`src/rtl/sram_access_ctrl.sv`:
```
// Two-requester round-robin access controller for the serial-load SRAM.
// Writes are shifted MSB-first and then strobed; reads strobe r_en and wait
// for data_valid under a timeout. Every output is registered.
module sram_access_ctrl #(
  parameter int unsigned ROWS       = 8,
  parameter int unsigned COLS       = 8,
  parameter int unsigned BIT_CYCLES = 2,
  parameter int unsigned RD_TIMEOUT = 15,
  localparam int unsigned ADDR_W    = $clog2(ROWS)
) (
  input  logic                clk,
  input  logic                arst,
  input  logic [1:0]          req_valid,
  input  logic [1:0]          req_we,
  input  logic [2*ADDR_W-1:0] req_addr,
  input  logic [2*COLS-1:0]   req_wdata,
  output logic [1:0]          req_ready,
  output logic [1:0]          rsp_valid,
  output logic [COLS-1:0]     rsp_rdata,
  output logic                rsp_err,
  output logic                busy,
  output logic                sram_serial_in,
  output logic                sram_shift,
  output logic                sram_w_en,
  output logic                sram_r_en,
  output logic [ADDR_W-1:0]   sram_addr,
  input  logic                sram_data_valid,
  input  logic [COLS-1:0]     sram_data_out
);

  localparam int unsigned HOLD_W = $clog2(BIT_CYCLES + 1);
  localparam int unsigned BIT_W  = $clog2(COLS + 1);
  localparam int unsigned WAIT_W = $clog2(RD_TIMEOUT + 1);

  typedef enum logic [2:0] {
    IDLE  = 3'd0,
    SHIFT = 3'd1,
    WRITE = 3'd2,
    READ  = 3'd3,
    WAIT  = 3'd4,
    RESP  = 3'd5
  } state_t;

  state_t              state;
  logic                last_grant;
  logic                grant;
  logic [COLS-1:0]     shreg;
  logic [HOLD_W-1:0]   hold_cnt;
  logic [BIT_W-1:0]    bit_cnt;
  logic [WAIT_W-1:0]   wait_cnt;

  logic                gnt_c;
  logic                sel_we_c;
  logic [ADDR_W-1:0]   sel_addr_c;
  logic [COLS-1:0]     sel_wdata_c;

  // Round-robin pick and payload mux for the requester that would be granted now
  always_comb begin
    gnt_c = 1'b0;
    if (req_valid == 2'b11) begin
      gnt_c = ~last_grant;
    end else begin
      gnt_c = req_valid[1];
    end
    sel_we_c    = gnt_c ? req_we[1] : req_we[0];
    sel_addr_c  = gnt_c ? req_addr[2*ADDR_W-1:ADDR_W] : req_addr[ADDR_W-1:0];
    sel_wdata_c = gnt_c ? req_wdata[2*COLS-1:COLS] : req_wdata[COLS-1:0];
  end

  // Transaction FSM; outputs are loaded with the values of the state being entered
  always_ff @(posedge clk or posedge arst) begin
    if (arst) begin
      state          <= IDLE;
      last_grant     <= 1'b1;
      grant          <= 1'b0;
      shreg          <= '0;
      hold_cnt       <= '0;
      bit_cnt        <= '0;
      wait_cnt       <= '0;
      req_ready      <= '0;
      rsp_valid      <= '0;
      rsp_rdata      <= '0;
      rsp_err        <= 1'b0;
      busy           <= 1'b0;
      sram_serial_in <= 1'b0;
      sram_shift     <= 1'b0;
      sram_w_en      <= 1'b0;
      sram_r_en      <= 1'b0;
      sram_addr      <= '0;
    end else begin
      // single-cycle pulses
      req_ready <= '0;
      rsp_valid <= '0;
      sram_w_en <= 1'b0;
      sram_r_en <= 1'b0;

      case (state)
        IDLE: begin
          if (|req_valid) begin
            grant      <= gnt_c;
            last_grant <= gnt_c;
            req_ready  <= gnt_c ? 2'b10 : 2'b01;
            sram_addr  <= sel_addr_c;
            busy       <= 1'b1;
            if (sel_we_c) begin
              state          <= SHIFT;
              shreg          <= sel_wdata_c;
              sram_shift     <= 1'b1;
              sram_serial_in <= sel_wdata_c[COLS-1];
              hold_cnt       <= '0;
              bit_cnt        <= '0;
            end else begin
              state     <= READ;
              sram_r_en <= 1'b1;
            end
          end
        end

        SHIFT: begin
          if (hold_cnt == HOLD_W'(BIT_CYCLES - 1)) begin
            hold_cnt <= '0;
            if (bit_cnt == BIT_W'(COLS - 1)) begin
              state          <= WRITE;
              sram_shift     <= 1'b0;
              sram_serial_in <= 1'b0;
              sram_w_en      <= 1'b1;
            end else begin
              bit_cnt        <= bit_cnt + 1'b1;
              shreg          <= shreg << 1;
              sram_serial_in <= shreg[COLS-2];
            end
          end else begin
            hold_cnt <= hold_cnt + 1'b1;
          end
        end

        WRITE: begin
          state     <= RESP;
          rsp_valid <= grant ? 2'b10 : 2'b01;
          rsp_rdata <= '0;
          rsp_err   <= 1'b0;
        end

        READ: begin
          state    <= WAIT;
          wait_cnt <= '0;
        end

        // data_valid is checked before the timeout so a late-but-in-window reply wins
        WAIT: begin
          if (sram_data_valid) begin
            state     <= RESP;
            rsp_valid <= grant ? 2'b10 : 2'b01;
            rsp_rdata <= sram_data_out;
            rsp_err   <= 1'b0;
          end else if (wait_cnt == WAIT_W'(RD_TIMEOUT - 1)) begin
            state     <= RESP;
            rsp_valid <= grant ? 2'b10 : 2'b01;
            rsp_rdata <= '0;
            rsp_err   <= 1'b1;
          end else begin
            wait_cnt <= wait_cnt + 1'b1;
          end
        end

        RESP: begin
          state     <= IDLE;
          busy      <= 1'b0;
          rsp_rdata <= '0;
          rsp_err   <= 1'b0;
        end

        default: begin
          state          <= IDLE;
          busy           <= 1'b0;
          sram_shift     <= 1'b0;
          sram_serial_in <= 1'b0;
        end
      endcase
    end
  end

endmodule

```
`config.mk`:
```
export PLATFORM = sky130hd
export DESIGN_NAME = sram_access_ctrl
export DESIGN_NICKNAME = d
export VERILOG_FILES = /design/src/rtl/sram_access_ctrl.sv
export SDC_FILE = /design/constraint.sdc
export NUM_CORES = 1
export LEC_CHECK = 0
export BUFFER_PORTS_ARGS = -buffer_cell sky130_fd_sc_hd__clkbuf_2
export CAP_MARGIN = 20
export CORE_ASPECT_RATIO = 2
export CORE_MARGIN = 2
export CORE_UTILIZATION = 30
export CTS_BUF_LIST = sky130_fd_sc_hd__clkbuf_16
export CTS_CLUSTER_DIAMETER = 150
export CTS_CLUSTER_SIZE = 28
export DETAILED_ROUTE_END_ITERATION = 6
export GPL_TIMING_DRIVEN = 0
export PLACE_DENSITY = 0.59
export SETUP_SLACK_MARGIN = 0.2
export SYNTH_ARGS = -nofsm -noshare
export SYNTH_HDL_FRONTEND = slang
export SYNTH_SLANG_ARGS = --single-unit
export TNS_END_PERCENT = 30
```
`constraint.sdc`:
```
create_clock -name clk -period 1.6 [get_ports clk]
set_input_delay 0 -clock clk [delete_from_list [all_inputs] [get_ports clk]]
set_output_delay 0 -clock clk [all_outputs]
set_load 0.05 [all_outputs]
```
Word-level counts from Yosys, hierarchy flattened
Cells that the tools add are included.
{"block": "op_classes", "add_sub_neg": 3, "eq_ne": 17, "n_mux": 59, "n_bitwise": 3, "n_reduce_logical": 17}
{"cell": "7-bit two-way mux", "n": 4}
{"cell": "4-bit two-way mux", "n": 6}
{"cell": "8-bit two-way mux", "n": 3}
{"cell": "2-bit two-way mux", "n": 10}
{"cell": "1-bit two-way mux", "n": 19}
{"cell": "3-bit two-way mux", "n": 6}
{"cell": "4-bit case mux with 2 select lines", "n": 2}
{"cell": "8-bit case mux with 2 select lines", "n": 1}
{"cell": "3-bit case mux with 5 select lines", "n": 1}
{"cell": "2-bit != test, second input constant", "n": 7}
{"cell": "7-bit case mux with 2 select lines", "n": 1}
{"cell": "5-bit AND reduction", "n": 2}
{"cell": "4-bit by 1-bit adder with 4-bit output, second input constant", "n": 2}
{"cell": "2-bit case mux with 2 select lines", "n": 2}
{"cell": "4-bit AND reduction", "n": 2}
{"cell": "4-bit OR reduction", "n": 2}
{"cell": "3-bit by 2-bit == test with 1-bit output, second input constant", "n": 2}
{"cell": "3-bit == test, second input constant", "n": 2}
{"cell": "1-bit case mux with 3 select lines", "n": 2}
{"cell": "2-bit AND reduction", "n": 3}
{"cell": "3-bit AND reduction", "n": 2}
{"cell": "2-bit nonzero test", "n": 3}
{"cell": "4-bit by 3-bit == test with 1-bit output, second input constant", "n": 1}
{"cell": "4-bit == test, second input constant", "n": 1}
{"cell": "other kinds (9)", "n": 13}
{"block": "word_totals", "register_bits": 43, "input_bits": 37, "output_inout_bits": 21, "elab_cells": 116}

Logic depth before layout (Yosys ltp)
{"block": "logic_depth", "word_depth": 6, "mapped_depth": 7, "depth_no_buf": 6}

Least setup slack after synthesis
OpenSTA, ideal clock, no wires.
{"block": "synth_timing", "kind": "reg2reg", "from": "register bit_cnt[0]", "to": "register bit_cnt[2]", "setup_ns": 0.126, "arrival_time_ns": 1.614, "required_time_ns": 1.474, "slack_ns": -0.139, "stages_incl_launch_ff": 7, "path_buffers": 1, "period_less_slack_ns": 1.739, "cell_sequence": "dfrtp_1 -> ha_1 -> and3b_1 -> nand3b_2 -> a21boi_4 -> buf_6 -> a221o_1"}
{"block": "synth_between", "elab_chain_cells": 4, "elab_cells_between_ends": 7, "classes_between": "1 x add/sub; 2 x eq/ne; 3 x mux; 1 x reduce/logical"}
{"item": "from (decl)", "line": "49", "source": "logic [BIT_W-1:0] bit_cnt;"}
{"item": "from (signal assigned)", "line": "128", "source": "bit_cnt <= bit_cnt + 1'b1;"}
{"item": "4-bit by 1-bit adder with 4-bit output", "line": "128"}
{"item": "4-bit two-way mux", "line": "122", "source": "if (bit_cnt == BIT_W'(COLS - 1)) begin"}
{"item": "4-bit two-way mux", "line": "120", "source": "if (hold_cnt == HOLD_W'(BIT_CYCLES - 1)) begin"}
{"item": "4-bit case mux with 2 select lines", "line": "97", "source": "case (state)"}
Several ways; a longest one is shown, not always the timed one. The select of a mux whose other input is x is not followed.
A chain may end at the register's enable or synchronous reset.

Worst setup path in the final report
Ends and elaborated chain as after synthesis.

==> flow_metrics.env <==
export IMPL_cts_buffers=5
export IMPL_min_path_type="in -> reg"
export IMPL_clk_pin_slew_ns=0.06
export IMPL_globalRouteOverflowTotal=0
export IMPL_antennaDiodeCount=0
export IMPL_wirelength_mm=5.49
export IMPL_dr_pass1_iters=6
export IMPL_synth_seq_area_share_pct=49.8
export IMPL_placed_area_um2=2600
export IMPL_grt_pass1_wl_mm=8.94
export IMPL_first_iter_violations=76
export IMPL_fin_crit_ns=1.72
export IMPL_hold_depth=3
export IMPL_p_comb_share_pct=58.1
export IMPL_finClkSkew_ns=0.00613
export IMPL_endpoint_kind="flip-flop"
export IMPL_cp_max_fo=8
export IMPL_path_delay_family="compound AO/OA/AOI/OAI gates"
export IMPL_setup_worst_path_start="bit_cnt[0]"
export IMPL_remaining_drc_errors=0
export IMPL_clockBufferDepth=2
export IMPL_r2r_start="bit_cnt[0]"
export IMPL_setup_viol=19
export IMPL_num_vias=1901
export IMPL_area_growth_pct=43.4
export IMPL_top_level_ports=58
export IMPL_grt_pass1_vias=1960
export IMPL_path_cells="ha_2 -> and3b_2 -> nand3b_4 -> a21boi_4 -> buf_8 -> a221o_1"
export IMPL_rsz0062_at_grt="yes"
export IMPL_p_int_mw=3.79
export IMPL_synth_ff_type="dfrtp_1"
export IMPL_place_congestion=0.786
export IMPL_crit_buf_inv=1
export IMPL_worst_r2r_path_depth=6
export IMPL_clkLatencyLatePin_ns=0.29
export IMPL_slew_viol_final=0
export IMPL_synthesis_nets=247
export IMPL_die_width_um=64.1
export IMPL_seqPwrFrac_pct=27.3
export IMPL_power_density_nw_per_um2=2160
export IMPL_start_util_pct=31.2
export IMPL_slew_headroom_pct=68.5
export IMPL_grt_max_degree=39
export IMPL_worst_pin_slew_ns=0.470
export IMPL_p_leak_nw=1.56
export IMPL_finalHoldViolCount=0
export IMPL_ys_ff_latch=43
export IMPL_final_layout_size_suffix_gt1_share_pct=41.0
export IMPL_slowest_delay_ns=0.41
export IMPL_final_cell_area_um2=3100
export IMPL_reg2reg_to="bit_cnt[2]"
export IMPL_reg2reg_slack_ns=-0.12
export IMPL_whs_ns=0.00721
export IMPL_p_clk_share_pct=14.6
export IMPL_cts_tree="yes"
export IMPL_crit_path_top_delay_cell="dfrtp_1"
export IMPL_fillers=641
export IMPL_syn_cell_area_um2=2160
export IMPL_viasPerCell=4.94
export IMPL_status="finished with violations"
export IMPL_yosys_cell_types_count=44
export IMPL_worstHoldStart="req_addr[1]"
export IMPL_core_area_um2=6940
export IMPL_peakVddDrop_v=0.000796
export IMPL_fin_nets=336
export IMPL_critical_path_class="reg -> reg"
export IMPL_max_freq_mhz=583
export IMPL_wire_per_inst_um=14.3
export IMPL_gr_usage_all_layers_pct=14.5
export IMPL_holdPathEnd="sram_addr[1]"
export IMPL_cp_arrival_ns=1.89
export IMPL_antenna_found_initial=0
export IMPL_synth_edf_count=0
export IMPL_ys_async_sr_fraction_pct=100
export IMPL_switching_power_mw=2.92
export IMPL_rows=43
export IMPL_synth_warnings=0
export IMPL_drtAntennaViolNets=0
export IMPL_fin_ws_ns=-0.115
export IMPL_avgSynthCellArea_um2=10.6
export IMPL_path_depth=6
export IMPL_dp_cells=353
export IMPL_drv_cap=0
export IMPL_fin_cells=385
export IMPL_violations="negative setup slack"
export IMPL_die_h_um=124
export IMPL_fin_setup_tns_ns=-1.47
export IMPL_swShare_pct=43.5
export IMPL_cp_start_kind="flip-flop"
export IMPL_io_buffers=57
export IMPL_cts_sinks=43
export IMPL_cts_root_buffer="clkbuf_16"
export IMPL_dp_final_hpwl_mm=3.75
export IMPL_fin_crit_sh_pct=107
export IMPL_worst_ep_required_time_ns=1.77
export IMPL_htreeDepth=2
export IMPL_dieArea_um2=7950
export IMPL_syn_inst=205
[layout make-up]
type                       count  area [µm²]  area share (%)
multi-input combinational    144        1120            36.1
sequential                    43        1080            34.8
timing repair buffer          82         515            16.6
clock buffer                   5         125            4.03
tap                           90         113            3.63
buffer                        10         105            3.39
inverter                       8        30.0           0.967
clock inverter                 3        16.3           0.524
[stage by stage]
step,util (%),power [mW],setup slack (ns)
2_1_floorplan,-,4.16,-0.116
3_3_place_gp,37.2,4.83,-0.329
3_5_place_dp,37.4,4.90,-0.323
4_1_cts,43.7,6.47,-0.106
5_1_grt,44.7,7.16,-0.184
6_report,44.7,6.72,-0.115
[routing by layer]
metal | track usage [%] | share of wire, % | vias to the layer above
li1 | - | - | 911
met1 | 15.3 | 39 | 924
met2 | 26.7 | 54 | 55
met3 | 2.71 | 4.1 | 11
met4 | 8.02 | 2.8 | 0
met5 | 0 | 0 | -
[cell families after synthesis]
| kind of cell | after synthesis | share of synthesized area [%] |
|---|---|---|
| AO/OA/AOI/OAI | 55 | 17.9 |
| adder cells (fa/ha/maj) | 5 | 2.89 |
| buffers and inverters | 18 | 3.93 |
| flip-flops | 43 | 49.8 |
| multiplexers | 21 | 10.1 |
| AND/OR/NAND/NOR | 63 | 15.4 |
[Yosys cell counts, types with 2 or more instances]
cell	n	area, µm²
dfrtp_1	42	1050
nand2_1	19	71.3
a21oi_1	15	75.1
nor2_1	15	56.3
mux2i_1	14	140
o21ai_0	11	55.1
a22o_1	8	70.1
inv_1	8	30.0
clkbuf_1	6	22.5
ha_1	5	62.6
a21o_1	4	30.0
mux2_2	4	45.0
nor2b_1	4	25.0
nor3_1	4	20.0
a311oi_1	3	26.3
and2_1	3	18.8
mux2_1	3	33.8
nand2b_1	3	18.8
a31oi_1	2	12.5
and3_1	2	12.5
and4_1	2	17.5
buf_2	2	10.0
buf_6	2	22.5
nand3_1	2	10.0
o22ai_1	2	12.5
o2bb2ai_1	2	17.5
[state kept, by name (all words and copies together), names as in the netlist, 3 cells and up]
signal / count
rsp_rdata: 8
state: 3
shreg: 7
sram_addr: 3
wait_cnt: 4
bit_cnt: 4
[timing repair]
item,in CTS,in global routing
setup buffers,13,1
gates cloned,1,0
pin swaps,18,13
hold endpoints to repair,50,0
hold buffers,9,0
resized for setup,30,22
endpoints found under the setup margin,41,39
[power groups by stage]
stage | combinational (mW) | clock (mW) | sequential, mW
detailed placement | 3.07 | 0 | 1.83
global route | 4.22 | 1.06 | 1.88
floorplan | 1.65 | 0 | 2.52
global placement | 3.02 | 0 | 1.81
finish | 3.90 | 0.983 | 1.83
CTS | 3.65 | 1.01 | 1.81
[worst max path at each step]
stage,to
4_1_cts,rsp_rdata[3]
3_3_place_gp,shreg[5]
2_1_floorplan,rsp_rdata[0]
3_5_place_dp,shreg[5]
6_report,bit_cnt[2]
5_1_grt,shreg[4]
[worst min-delay path: stages]
cell and delay, ns:
clkbuf_2 0.07, mux2i_1 0.05, a21oi_1 0.13
[layout by cell type (no fill, tap or decap), types with 7 or more instances in the layout]
master / count
clkbuf_2: 58
dfrtp_1: 40
nand2_1: 18
a21oi_1: 15
buf_4: 14
mux2i_1: 14
nor2_1: 11
dlygate4sd3_1: 9
a22o_1: 8
inv_1: 7
o21ai_0: 7
No activity file was read; power rests on OpenSTA's default activity.
